--- src/rtl/fifo_pkg.sv ---
// Shared definitions for the FIFO read-stream slice.
//   WIDTH_DEF : default data width of the FIFO read port / output stream
//   CNT_W     : width of the optional transfer counter
//   occ_t     : output-buffer occupancy (0..2)
`timescale 1ns/1ps
package fifo_pkg;
   localparam int WIDTH_DEF = 32;
   localparam int CNT_W     = 16;
   typedef logic [1:0] occ_t;
endpackage

--- src/rtl/fifo_rd_skid.sv ---
// Two-entry output buffer sitting behind a 1-cycle-latency FIFO read port.
// Ports:
//   clk_r, rst_n        : clock, async active-low reset
//   push, push_data     : write one word at the tail
//   pop                 : retire the head word
//   occ                 : current occupancy (0..2)
//   valid               : registered (occ != 0)
//   head_data           : head entry (0 out of reset)
`timescale 1ns/1ps
module fifo_rd_skid
   import fifo_pkg::*;
#(
   parameter int width = WIDTH_DEF
) (
   input  logic             clk_r,
   input  logic             rst_n,
   input  logic             push,
   input  logic [width-1:0] push_data,
   input  logic             pop,
   output occ_t             occ,
   output logic             valid,
   output logic [width-1:0] head_data
);

   logic [width-1:0] mem [2];
   logic             wr_ptr;
   logic             rd_ptr;
   occ_t             occ_nxt;

   // push and pop in the same cycle cancel out
   assign occ_nxt   = occ + occ_t'(push) - occ_t'(pop);
   assign head_data = mem[rd_ptr];

   always_ff @(posedge clk_r or negedge rst_n) begin
      if (!rst_n) begin
         mem[0] <= '0;
         mem[1] <= '0;
         wr_ptr <= 1'b0;
         rd_ptr <= 1'b0;
         occ    <= '0;
         valid  <= 1'b0;
      end else begin
         if (push) begin
            mem[wr_ptr] <= push_data;
            wr_ptr      <= ~wr_ptr;
         end
         if (pop) rd_ptr <= ~rd_ptr;
         occ   <= occ_nxt;
         valid <= (occ_nxt != '0);
      end
   end

endmodule

--- src/rtl/fifo_rd_stream.sv ---
// Converts a FIFO pop interface (registered read data, 1-cycle latency) into
// a full-throughput valid/ready stream.
// Ports:
//   clk_r, rst_n  : clock, async active-low reset
//   fifo_empty    : FIFO empty flag
//   fifo_data     : FIFO read data, valid the cycle after fifo_rd_en
//   fifo_rd_en    : FIFO read request (combinational)
//   m_data/m_valid/m_ready : output stream
//   xfer_cnt      : beat counter, only with FIFO_RD_STREAM_CNT_EN defined
`timescale 1ns/1ps
module fifo_rd_stream
   import fifo_pkg::*;
#(
   parameter int width = WIDTH_DEF
) (
   input  logic             clk_r,
   input  logic             rst_n,
   input  logic             fifo_empty,
   input  logic [width-1:0] fifo_data,
   output logic             fifo_rd_en,
   output logic [width-1:0] m_data,
   output logic             m_valid,
   input  logic             m_ready
`ifdef FIFO_RD_STREAM_CNT_EN
   ,
   output logic [CNT_W-1:0] xfer_cnt
`endif
);

   occ_t       occ;
   logic       inflight;
   logic       run;
   logic       pop;
   logic [2:0] fill_nxt;

   assign pop = m_valid && m_ready;

   // Buffer slots committed after this edge: held words plus the word
   // arriving now, minus the one leaving. pop implies occ>=1, so no underflow.
   assign fill_nxt = {1'b0, occ} + {2'b0, inflight} - {2'b0, pop};

   // run holds off issue until one edge has been seen out of reset, so a
   // read is never requested in the partial cycle during reset release.
   assign fifo_rd_en = run && !fifo_empty && (fill_nxt < 3'd2);

   always_ff @(posedge clk_r or negedge rst_n) begin
      if (!rst_n) begin
         run      <= 1'b0;
         inflight <= 1'b0;
      end else begin
         run      <= 1'b1;
         inflight <= fifo_rd_en;
      end
   end

   fifo_rd_skid #(.width(width)) u_skid (
      .clk_r     (clk_r),
      .rst_n     (rst_n),
      .push      (inflight),
      .push_data (fifo_data),
      .pop       (pop),
      .occ       (occ),
      .valid     (m_valid),
      .head_data (m_data)
   );

`ifdef FIFO_RD_STREAM_CNT_EN
   always_ff @(posedge clk_r or negedge rst_n) begin
      if (!rst_n)   xfer_cnt <= '0;
      else if (pop) xfer_cnt <= xfer_cnt + 1'b1;
   end
`endif

endmodule

--- config.mk ---
export PLATFORM = sky130hd
export DESIGN_NAME = fifo_rd_stream
export DESIGN_NICKNAME = d
export VERILOG_FILES = /design/src/rtl/fifo_pkg.sv /design/src/rtl/fifo_rd_skid.sv /design/src/rtl/fifo_rd_stream.sv
export SDC_FILE = /design/constraint.sdc
export NUM_CORES = 1
export LEC_CHECK = 0
export CORE_ASPECT_RATIO = 0.7
export CORE_MARGIN = 8
export CORE_UTILIZATION = 60
export CTS_BUF_LIST = sky130_fd_sc_hd__clkbuf_4
export DETAILED_ROUTE_END_ITERATION = 7
export DONT_BUFFER_PORTS = 1
export GPL_TIMING_DRIVEN = 0
export HOLD_SLACK_MARGIN = 0.02
export PLACE_DENSITY = 0.77
export SYNTH_ARGS = -nofsm -noshare
export SYNTH_HDL_FRONTEND = slang
export SYNTH_HIERARCHICAL = 1
export SYNTH_SLANG_ARGS = --single-unit
--- constraint.sdc ---
create_clock -name clk_r -period 4.1 [get_ports clk_r]
set_clock_uncertainty 0.15 [all_clocks]
set_input_delay 0.41 -clock clk_r [delete_from_list [all_inputs] [get_ports clk_r]]
set_output_delay 0.41 -clock clk_r [all_outputs]
set_load 0.005 [all_outputs]
==> results.md, run 1 <==
- Post-synthesis sequential area ratio: 56.5%
- Post-synthesis async set-or-reset flop share: 100%
- Total track usage: approximately 17%
- First-pass GRT wire length: 10,500 um
- Setup TNS Final: 0 ns
- Core area: 5150 um2
- Largest net degree at the start of global routing: 72
- Crit path DAT: 2.21 ns
- # clock sinks: 71
- Worst Hold Class: in2reg
- Top FF cell, synth: dfrtp_1
- Largest stage delay on the critical path: roughly 0.40 ns
- Num CTS Buffers: 9
- Max Cap Viol: 0
- CP max FO: 3
- Cells after Synth: 200
- Pwr dens: 748 nW/um2
- 1st-pass router iterations: 4
- Met1 wire length: 2600 um
- Antenna Cells: 0
- H-tree Lvls: 3
- Initial antenna violation count: 0
- Vias in the first global route: roughly 2.1k
- Wire per inst: 19.4 um
- Netlist Area Pre-Place: 3140 um2
- Kind of critical path: reg2out
- Layout cells sized above 1: 49.4%
- Metal2 WL: 3220 um
- Setup Fix Bufs, Post-CTS: 0
- Number of nets in the layout: 286
- Slowest cell on crit path: dfrtp_1
- CTS max path bufs: 2
- HPWL after detailed placement: 4390 um
- Total grt overflow: 0
- Clk slew on worst S/H paths: around 0.10 ns
- R2r worst-path depth: 6
- Top routing layer used: met4
- Placed cell areas: 3230 um2
- Top post-synthesis cells by area: dfrtp_1 57%, mux2_2 32%, mux2_4 3.8%, ha_1 1.2%, buf_2 1.1%
- CTS resizes: 0
- DRT iter0 DRCs: 62
- CP required: 3.54 ns
- Tcrit/Tclk final: 67.6%
- Mapped Nets: 240
- Post-route cell area: 3740 um2
- Syn Area/Cell: 15.7 um2
- Die Width: 103 um
- Max IR drop VDD: 0.000373 V
- Final Hold Fails: 0
- Fin crit period: between 2 and 3 ns
- Clock Tree Root: clkbuf_4
- Number of buffers inserted by port buffering: 0
- Critical-path cell list: and2_1 > ha_1 > nand2b_1 > fa_1 > xor2_1 > nor3_2
- P&R area growth vs syn: 18.9%
- CTS tree: done
- Top cells by count, synth: 88 x mux2_2, 71 x dfrtp_1, 8 x mux2_4, 7 x buf_2
- Endpoints failing setup: 0
- Hold buffer count at cts: 35
- Unrepaired setup endpoints after global routing: false
- Routed Antenna Nets: 0
- Clk_lat worst skew: 0.39 ns
- Share of Yosys cell area claimed by the top area cell type: 56.5%
- Dominant cell by count in the synthesized netlist: mux2_2
- Initial Util: 61.1%
- Row cnt: 22
- Io pins: 70
- Met3 wire len: 384 um
- Crit. End Element: output pin
- Final wirelength: 6250 um
- Setup crit start: u_skid/valid
- Vias per inst: 5.30
- # DRC: 0
- Hold Startpoint: m_ready
- Final RePlAce weighted congestion: 0.798
- Highest clock rate: 0.361 GHz
- Reg2reg start: u_skid/valid
- Final Max Tran Viols: 0
- Worst setup SP type: flip-flop
- Synth unique cells: 19
- Fillers: approximately 350
- Yosys reg bits: 71
- Hold Crit Depth: 2
- Synth area leader: dfrtp_1
- Chip height: roughly 77 um
- EDFF count, synth: 0
- Pleak: 1.62 nW
- Total of warnings raised by yosys: 6
- Die area: 7850 um2
- Outcome: completed
- Vias after detailed routing: 1,712
-- path summary, 6_finish.rpt --
kind                             endpoint  slack [ns]
hold reg to reg             u_skid/wr_ptr        0.36
hold / removal              u_skid/rd_ptr        0.15
max in group asynchronous  u_skid/mem[23]        3.09
setup / recovery               fifo_rd_en        1.33
setup reg to reg                 inflight        2.04
min in group asynchronous  u_skid/mem[18]        0.41
-- cells by family after synthesis --
family        Yosys count  share of synthesized area (%)
mux                    97                           35.7
simple gates            8                           1.47
flops                  71                           56.5
other cells             1                          0.119
fa+ha+maj               4                           1.83
buf+inv                14                           3.02
xor+xnor                5                           1.39
-- cell type report --
type	count	area [um2]	share of cell area (%)
clock inverter	4	46.3	1.24
tap	72	90.1	2.41
inverter	3	11.3	0.301
timing repair buffer	35	368	9.84
sequential	71	1780	47.5
clock buffer	12	90.1	2.41
multi-input combinational	115	1270	34.0
buffer	11	83.8	2.24
-- metal layers --
metal / global-route usage [%] / up-vias
met5: 0 / -
met4: 4.96 / 0
met3: 7.21 / 7
met2: 28.8 / 43
met1: 19.9 / 870
li1: - / 792
-- layout by cell type (no fill, tap or decap), types with 2 or more instances in the layout --
| cell | netlist | final |
|---|---|---|
| buf_2 | 7 | 7 |
| buf_6 | 3 | 3 |
| clkbuf_4 | 0 | 12 |
| dfrtp_1 | 71 | 71 |
| dlygate4sd3_1 | 0 | 34 |
| ha_1 | 3 | 3 |
| inv_1 | 3 | 3 |
| mux2_2 | 88 | 88 |
| mux2_4 | 8 | 8 |
| nand2_1 | 2 | 2 |
| nor2b_1 | 2 | 2 |
| xnor2_1 | 2 | 2 |
| xor2_1 | 3 | 3 |
-- state kept, by name, indices dropped and copies added (netlist names) --
signal,flops
u_skid/mem,64
u_skid/rd_ptr,1
u_skid/wr_ptr,1
u_skid/valid,1
inflight,1
run,1
u_skid/occ,2
-- critical path: cells and delay by family (launching register included) --
| kind | cells | cell delay [ns] |
|---|---|---|
| xor+xnor | 1 | 0.18 |
| fa+ha+maj | 2 | 0.65 |
| flops | 1 | 0.40 |
| simple gates | 3 | 0.58 |
-- metrics by stage --
step	util [%]	setup WS (ns)	cells	total power [mW]	hold slack (ns)
floorplan	-	1.84	200	2.09	-0.0356
global placement	62.8	1.77	272	2.25	-0.0336
detailed placement	62.8	1.74	272	2.35	-0.0340
CTS	72.6	1.27	323	2.83	0.124
global route	72.6	1.16	323	2.98	0.155
finish	72.6	1.33	323	2.80	0.155
-- power breakdown --
group / switching (mW) / internal [mW] / total, mW
Sequential: 0.182 / 1.05 / 1.23
Combinational: 0.472 / 0.670 / 1.14
Clock: 0.219 / 0.204 / 0.423
Total: 0.873 / 1.92 / 2.80
(Power assumes the default switching activity.)
==> run 2: changes to the inputs <==
==> constraint.sdc (replaced) <==
create_clock -name clk_r -period 2.7 [get_ports clk_r]
set_clock_uncertainty 0.15 [all_clocks]
set_input_delay 0.27 -clock clk_r [delete_from_list [all_inputs] [get_ports clk_r]]
set_output_delay 0.27 -clock clk_r [all_outputs]
set_load 0.005 [all_outputs]
==> results.md, run 2 (synthesized netlist as in run 1, its figures left out) <==
- Most frequent cells in the layout: 88 x mux2_2, 70 x dfrtp_1, 35 x dlygate4sd3_1, 12 x clkbuf_4, 8 x mux2_4
- Outcome: completed
- # clock sinks: 71 (unchanged)
- Final Max Tran Viols: 0 (unchanged)
- Fin crit period: roughly 2.5 ns
- Final wirelength: 6290 um (+0.66%)
- Pwr dens: 1130 nW/um2 (+51%)
- Most common cell after layout, fill and taps aside: mux2_2
- Total grt overflow: 0 (unchanged)
- DRT iter0 DRCs: 63 (+1.6%)
- CP required: 2.28 ns (-1.26 ns)
- Crit path max-delay family: adder cells
- Final Hold Fails: 0 (unchanged)
- Crit path DAT: 2.11 ns (-0.10 ns)
- Chip height: 76.6 um (unchanged)
- Routed Antenna Nets: 0 (unchanged)
- Max IR drop VDD: 0.000584 V (+57%)
- Pleak: 1.64 nW (+1.3%)
- Clk_lat worst skew: 0.39 ns (about the same)
- Crit. End Element: output pin
- Layout cells sized above 1: 51.2% (+1.8 points)
- Vias per inst: 5.30 (about the same)
- Fillers: 342 (-1.4%)
- Die area: 7850 um2 (unchanged)
- Number of nets in the layout: 289 (+1.0%)
- Final Power: 4.29 mW (+53%)
- Worst flop-to-flop path endpoint: u_skid/valid
- Largest stage delay on the critical path: 0.53 ns (+0.13 ns)
- First-pass GRT wire length: 10,500 um (-0.13%)
- Top Registers: u_skid/mem: 64 flops, u_skid/occ: 2 flops
- R2R Setup Slk: 0.73 ns (-1.31 ns)
- P&R area growth vs syn: 20.5%
- Number of buffers inserted by port buffering: 0 (unchanged)
- Wire per inst: 19.3 um (-0.27%)
- Highest clock rate: 0.396 GHz
- Max FFs per register: 64 (unchanged)
- Setup TNS Final: 0 ns (unchanged)
- Core area: 5150 um2 (unchanged)
- CP Buf/Inv Count: 1 (+1)
- CTS tree: done
- Most flop-heavy register: u_skid/mem
- Clock Tree Root: clkbuf_4
- H-tree Lvls: 3 (unchanged)
- Worst Hold Class: in2async
- Num CTS Buffers: 9 (unchanged)
- Tcrit/Tclk final: between 90% and 100%
- Final instance count without filler cells: 326 (+0.93%)
- CTS max path bufs: 2 (unchanged)
- Largest net degree at the start of global routing: 72 (unchanged)
- Dpl cells: 272 (unchanged)
- Kind of critical path: in2out
- 1st-pass router iterations: 4 (unchanged)
- Slowest cell on crit path: dlygate4sd3_1
- Max Cap Viol: 0 (unchanged)
- Total track usage: 17.3% (-0.019 points)
- Unrepaired setup endpoints after global routing: false
- Reg2reg start: u_skid/valid
- Io pins: 70 (unchanged)
- Die Width: 103 um (unchanged)
- Vias after detailed routing: 1,727 (+0.88%)
- Vias in the first global route: 2,064 (+0.048%)
- Final RePlAce weighted congestion: 0.798 (unchanged)
- Row cnt: 22 (unchanged)
- Endpoints failing setup: 0 (unchanged)
- Critical-path cell list: dlygate4sd3_1 > and2_4 > ha_4 > nand2b_4 > fa_1 > nand2_1 > nor3_2
- HPWL after detailed placement: 4390 um (unchanged)
- Initial antenna violation count: 0 (unchanged)
- Antenna Cells: 0 (unchanged)
- Initial Util: 61.1% (unchanged)
- R2r worst-path depth: 7 (+1)
- Clk slew on worst S/H paths: 0.12 ns (+0.02 ns)
- Worst setup SP type: input port
- CP max FO: 3 (unchanged)
- # DRC: 0 (unchanged)
==> run 2: worst max path at each step <==
stage	from	endpoint	slack [ns]	cells after the start
floorplan	u_skid/valid	fifo_rd_en	0.59	6
global placement	u_skid/valid	fifo_rd_en	0.51	6
detailed placement	u_skid/valid	fifo_rd_en	0.48	6
CTS	u_skid/valid	fifo_rd_en	0.01	6
global route	u_skid/valid	fifo_rd_en	0.04	6
finish	m_ready	fifo_rd_en	0.17	7
==> run 2: through the flow <==
step                      area [um2]  setup WS, ns  utilization (%)  hold WS, ns
after floorplan                 3140         0.594                -       -0.176
after global placement          3230         0.515             62.8       -0.174
after detailed placement        3230         0.484             62.8       -0.174
after CTS                       3750        0.0148             72.8        0.241
after global routing            3790        0.0384             73.6        0.262
final                           3790         0.172             73.6        0.269
==> run 2: layer usage <==
metal | share of wire [%] | vias up | GRT usage (%) | routed length, um
met4 | 0.79 | 0 | 4.96 | 50
met1 | 42 | 879 | 19.9 | 2660
met3 | 6.0 | 6 | 7.21 | 380
met2 | 51 | 44 | 28.8 | 3200
met5 | 0 | - | 0 | 0
li1 | - | 798 | - | -
==> run 2: cell type report <==
cell class	instances	area, um2	share of cell area [%]
Sequential cell	71	1780	46.9
Multi-Input combinational cell	115	1290	34.2
Timing Repair Buffer	38	393	10.4
Clock buffer	12	90.1	2.38
Tap cell	72	90.1	2.38
Buffer	11	83.8	2.21
Clock inverter	4	46.3	1.22
Inverter	3	11.3	0.297
==> run 2: where the power goes <==
part	switching, mW	total [mW]	internal, mW
Combinational	0.724	1.77	1.04
Clock	0.336	0.646	0.310
Sequential	0.281	1.87	1.59
==> run 2: worst register-to-register path: stages, from the launching register on <==
cell     delay, ns
dfrtp_1       0.41
and2_4        0.16
buf_4         0.13
ha_1          0.28
inv_1         0.06
ha_1          0.19
xnor2_1       0.28
mux2i_1       0.25
==> run 2: repair_timing <==
item / 4_1_cts / 5_1_grt
endpoints found under the setup margin: 0 / 1
hold buffers: 36 / 0
buffers inserted: 0 / 2
endpoints found under the hold margin: 137 / 0
gates resized for setup: 0 / 4
